### src/rtl/lfsr_rng_ctrl_pkg.sv
// Shared definitions for the LFSR random-number controller: mode encodings and
// the maximal-length feedback tap table for widths 3..16.
package lfsr_pkg;

  typedef enum logic [1:0] {
    MODE_STEP  = 2'd0,
    MODE_FREE  = 2'd1,
    MODE_BURST = 2'd2,
    MODE_HOLD  = 2'd3
  } mode_e;

  // Bit i set means state bit i feeds the XOR; unsupported widths give 0.
  function automatic logic [15:0] tap_mask(input int width);
    case (width)
      3:       return 16'h0006;
      4:       return 16'h000C;
      5:       return 16'h0014;
      6:       return 16'h0030;
      7:       return 16'h0060;
      8:       return 16'h00B8;
      9:       return 16'h0110;
      10:      return 16'h0240;
      11:      return 16'h0500;
      12:      return 16'h0E08;
      13:      return 16'h1C80;
      14:      return 16'h3802;
      15:      return 16'h6000;
      16:      return 16'hD008;
      default: return 16'h0000;
    endcase
  endfunction

endpackage

### src/rtl/lfsr_rng_ctrl_debounce.sv
// Push-button conditioning: two-flop synchroniser, stability counter that
// accepts a new level after DEBOUNCE_CYCLES differing cycles, and rise detector.
module btn_debounce #(
  parameter int DEBOUNCE_CYCLES = 16
) (
  input  logic clk,
  input  logic rst,
  input  logic btn_raw,
  output logic level,
  output logic rise_pulse
);

  localparam int CW = (DEBOUNCE_CYCLES > 1) ? $clog2(DEBOUNCE_CYCLES) : 1;
  localparam logic [CW-1:0] CNT_LAST = CW'(DEBOUNCE_CYCLES - 1);

  if (DEBOUNCE_CYCLES < 1) begin : g_bad_debounce
    $error("btn_debounce: DEBOUNCE_CYCLES must be >= 1");
  end

  logic          sync1_q, sync2_q;
  logic          level_q, level_d;
  logic          level_dly_q;
  logic          rise_q;
  logic [CW-1:0] cnt_q, cnt_d;

  always_comb begin
    level_d = level_q;
    cnt_d   = '0;
    if (sync2_q != level_q) begin
      if (cnt_q == CNT_LAST) begin
        level_d = ~level_q;
      end else begin
        cnt_d = cnt_q + CW'(1);
      end
    end
  end

  always_ff @(posedge clk) begin
    if (rst) begin
      sync1_q     <= 1'b0;
      sync2_q     <= 1'b0;
      level_q     <= 1'b0;
      level_dly_q <= 1'b0;
      rise_q      <= 1'b0;
      cnt_q       <= '0;
    end else begin
      sync1_q     <= btn_raw;
      sync2_q     <= sync1_q;
      level_q     <= level_d;
      level_dly_q <= level_q;
      rise_q      <= level_q & ~level_dly_q;
      cnt_q       <= cnt_d;
    end
  end

  assign level      = level_q;
  assign rise_pulse = rise_q;

endmodule

### src/rtl/lfsr_rng_ctrl.sv
// Fibonacci LFSR random-number generator with push-button driven step, free-run,
// burst and hold modes, plus runtime seed load with an all-zero guard.
module lfsr_rng_ctrl
  import lfsr_pkg::*;
#(
  parameter int WIDTH           = 4,
  parameter int SEED            = 1,
  parameter int DEBOUNCE_CYCLES = 16,
  parameter int BURST_W         = 8
) (
  input  logic               clk,
  input  logic               rst,
  input  logic               btn_step,
  input  logic [1:0]         mode,
  input  logic [BURST_W-1:0] burst_len,
  input  logic               seed_load,
  input  logic [WIDTH-1:0]   seed_in,
  output logic [WIDTH-1:0]   value,
  output logic               valid,
  output logic               busy
);

  if (WIDTH < 3 || WIDTH > 16) begin : g_bad_width
    $error("lfsr_rng_ctrl: WIDTH must be in 3..16");
  end
  if (SEED < 1 || SEED >= (1 << WIDTH)) begin : g_bad_seed
    $error("lfsr_rng_ctrl: SEED must be nonzero and fit in WIDTH bits");
  end

  localparam logic [WIDTH-1:0] TAPS   = WIDTH'(tap_mask(WIDTH));
  localparam logic [WIDTH-1:0] SEED_V = WIDTH'(SEED);

  logic               press;
  mode_e              mode_s;
  logic [WIDTH-1:0]   value_q, value_d, value_adv;
  logic               valid_q, valid_d;
  logic               busy_q, busy_d;
  logic [BURST_W-1:0] cnt_q, cnt_d;

  btn_debounce #(
    .DEBOUNCE_CYCLES(DEBOUNCE_CYCLES)
  ) u_debounce (
    .clk       (clk),
    .rst       (rst),
    .btn_raw   (btn_step),
    .level     (),
    .rise_pulse(press)
  );

  assign mode_s    = mode_e'(mode);
  assign value_adv = {value_q[WIDTH-2:0], ^(value_q & TAPS)};

  always_comb begin
    value_d = value_q;
    valid_d = 1'b0;
    busy_d  = 1'b0;
    cnt_d   = '0;
    if (seed_load) begin
      value_d = (seed_in == '0) ? SEED_V : seed_in;
      valid_d = 1'b1;
    end else begin
      case (mode_s)
        MODE_STEP: begin
          if (press) begin
            value_d = value_adv;
            valid_d = 1'b1;
          end
        end
        MODE_FREE: begin
          value_d = value_adv;
          valid_d = 1'b1;
        end
        MODE_BURST: begin
          // busy falls together with the last advance, so the count ends on 1
          if (busy_q) begin
            value_d = value_adv;
            valid_d = 1'b1;
            cnt_d   = cnt_q - BURST_W'(1);
            busy_d  = (cnt_q != BURST_W'(1));
          end else if (press && burst_len != '0) begin
            cnt_d  = burst_len;
            busy_d = 1'b1;
          end
        end
        default: begin
        end
      endcase
    end
  end

  always_ff @(posedge clk) begin
    if (rst) begin
      value_q <= SEED_V;
      valid_q <= 1'b0;
      busy_q  <= 1'b0;
      cnt_q   <= '0;
    end else begin
      value_q <= value_d;
      valid_q <= valid_d;
      busy_q  <= busy_d;
      cnt_q   <= cnt_d;
    end
  end

  assign value = value_q;
  assign valid = valid_q;
  assign busy  = busy_q;

endmodule

### config.mk
export PLATFORM = sky130hd
export DESIGN_NAME = lfsr_rng_ctrl
export DESIGN_NICKNAME = d
export VERILOG_FILES = /design/src/rtl/lfsr_rng_ctrl_pkg.sv /design/src/rtl/lfsr_rng_ctrl_debounce.sv /design/src/rtl/lfsr_rng_ctrl.sv
export SDC_FILE = /design/constraint.sdc
export NUM_CORES = 1
export LEC_CHECK = 0
export ABC_AREA = 1
export CORE_MARGIN = 2
export CORE_UTILIZATION = 49
export CTS_CLUSTER_SIZE = 28
export DETAILED_ROUTE_END_ITERATION = 6
export PLACE_DENSITY = 0.77
export SLEW_MARGIN = 20
export SYNTH_ARGS = -nofsm -noshare
export SYNTH_HDL_FRONTEND = slang
export SYNTH_SLANG_ARGS = --single-unit
### constraint.sdc
create_clock -name clk -period 1.55 [get_ports clk]
set_input_delay 0.465 -clock clk [delete_from_list [all_inputs] [get_ports clk]]
set_output_delay 0.465 -clock clk [all_outputs]
set_load 0.01 [all_outputs]
==> summary.txt <==
Run status
  • Status: complete, no violations

Routing
  • Detailed Route Iter0 Violations: 30
  • Via count: 1152
  • DRT Pass-1 Iters: 4
  • DR DRC count: 0
  • Post-Route WL: 2540 um
  • Per-cell routed wire length: 11.1 um
  • Via-per-instance ratio: 5.03
  • Antenna-violating nets left: 0

Floorplanning
  • Die area: 2770 um2
  • Std cell rows: 17
  • CORE AREA: 2230 um2
  • I/O pin count: 24
  • Die X: 52.6 um
  • Initial Util: 51.9%
  • Die height: 52.6 um

Global routing
  • Initial antenna violation count: 0
  • Largest net degree at the start of global routing: 14
  • First-pass GRT wire length: 4200 um
  • Number of global-route vias before repair: 1061
  • Global route overflow: 0
  • Total GRT Usage: 20.5%

Placed design
  • IO Port Bufs: 23
  • Gpl congestion: 0.824
  • Detailed placement HPWL: 2040 um
  • Placed Instances: 225
  • Placed cell areas: 1510 um2
  • Pre-CTS setup slack: -0.414 ns

Min path
  • HP Class: register to register

Finish
  • Area growth syn-to-layout: 33.4%
  • Most common cell after layout, fill and taps aside: nand2_1
  • Commonest non-fill, non-tap cells in the layout: 29 x nand2_1, 26 x nor2_1, 21 x dfxtp_1
  • Antenna diodes: 0
  • Final core occ: 69.2%
  • Net count, final: 227
  • Final Instance Count excl. Fillers: 229
  • Share of layout cells above drive strength 1: 14.9%
  • Design Area, Final: 1550 um2

Run
  • Max_cap viols: 0

Yosys
  • Seq cells post-synth: 23
  • Yosys Warn Count: 0
  • Share of the yosys chip area belonging to registers: 39.7%
  • Count of cell types in the netlist: 22
  • Synthesized area per cell: 7.15 um2
  • Mapped Cells: 162
  • Net Count, Synth: 187
  • Post-Syn Area: 1160 um2

Timing
  • Final WS setup: 0.104 ns
  • Least-Margin Pin Slew: 0.335 ns
  • Setup TNS: 0 ns
  • RSZ-0062 raised after global routing: false
  • Final setup fails: 0
  • Fin. max-slew vios: 0
  • Fin. Hold Viols: 0
  • Setup Skew: 0.00314 ns
  • Tmin final: 1.45 ns
  • Final period utilization: 93.3%
  • Relative slew slack: 77.7%
  • Hold Slack: 0.408 ns
  • Fmax: 0.691 GHz

Critical path
  • Critical-path cell list: dlygate4sd2_1
  • Critical path class: register to output port
  • CP arrival: 0.98 ns
  • Element type at the critical path start: register
  • Crit-path slowest cell: dfxtp_1
  • Critical Path RT: 1.08 ns
  • Crit-path max cell delay: 0.39 ns
  • CP max FO: 3
  • Buf/Inv on CP: 1
  • Crit. End Element: output port
  • Crit-path leading delay family: flip-flops

Power and ir drop
  • Power Density: 688 nW/um2
  • Leakage: 0.676 nW
  • Worst VDD drop: 0.629 mV
  • Total power draw: 1.06 mW

CTS
  • Post-cts gate resize count: 17
  • CTS tree: built
  • Postcts setup bufs: 0
  • H-tree depth: 1
  • Clk pin slew, worst setup/hold paths: 0.12 ns
  • Longest Clk Path Bufs: 2
  • Cts hold-fix bufs: 0
  • CTS Root Cell: clkbuf_4
  • CTS Buf Count: 3
  • Skew-Pair Late Insertion Delay: 0.30 ns
  • # clock sinks: 23
[cell families after synthesis]
group	count (synthesis)	synth area share, %
AOI/OAI and AO/OA	25	11.9
xor gates and xnor gates	4	3.02
adders and majority gates	7	7.56
buffers and inverters	24	8.21
DFF	23	39.7
and+or+nand+nor	79	29.6
[layer usage]
layer / part of all wire (%) / vias up / global-route usage (%)
met4: 0.31 / 0 / 7.69
met5: 0 / - / 0
met1: 44 / 529 / 21.9
met2: 53 / 21 / 39.4
met3: 2.8 / 2 / 3.43
li1: - / 600 / -
[registers in the layout (all words and copies together) (netlist names)]
register and cells:
u_debounce.sync1_q 1, valid 1, busy 1, u_debounce.level_dly_q 1, cnt_q 8, u_debounce.sync2_q 1, value 4, u_debounce.level 1
u_debounce.cnt_q 4, u_debounce.rise_pulse 1
[cell usage after synthesis]
master,n,area [um2]
nand2_1,29,109
nor2_1,26,97.6
dfxtp_1,23,460
inv_1,21,78.8
nand3_1,16,80.1
a21oi_1,13,65.1
ha_1,7,87.6
o21ai_0,7,35.0
xor2_1,3,26.3
nand4_1,2,12.5
nor2_2,2,12.5
nor3_1,2,10.0
o21ai_1,2,10.0
a21o_1,1,7.51
buf_4,1,7.51
clkinv_2,1,5.00
inv_2,1,3.75
nand2_4,1,11.3
nand3_2,1,10.0
o211ai_2,1,12.5
o31ai_1,1,7.51
xnor2_1,1,8.76
[path summary, 6_finish.rpt]
check,startpoint,to,slack (ns),cells after the start
hold / removal,u_debounce.level_dly_q$_SDFF_PP0_,u_debounce.rise_pulse$_SDFF_PP0_,0.41,1
setup / recovery,value[0]$_SDFFE_PP1P_,value[0],0.10,1
hold reg to reg,u_debounce.level_dly_q$_SDFF_PP0_,u_debounce.rise_pulse$_SDFF_PP0_,0.41,1
setup reg to reg,cnt_q[0]$_SDFF_PP0_,cnt_q[4]$_SDFF_PP0_,0.34,6
[cell type report]
| class | count | area, um2 |
|---|---|---|
| clock inverters | 1 | 5.00 |
| multi-input cells | 115 | 611 |
| well taps | 28 | 35.0 |
| fillers | 201 | 688 |
| repair buffers | 36 | 318 |
| flip-flops and latches | 23 | 463 |
| inverters | 23 | 91.3 |
| clock buffers | 3 | 22.5 |
[power breakdown]
group          switching, mW  internal [mW]
Sequential            0.0129          0.608
Combinational         0.0790         0.0939
Clock                  0.173         0.0962
(Power assumes the default switching activity.)
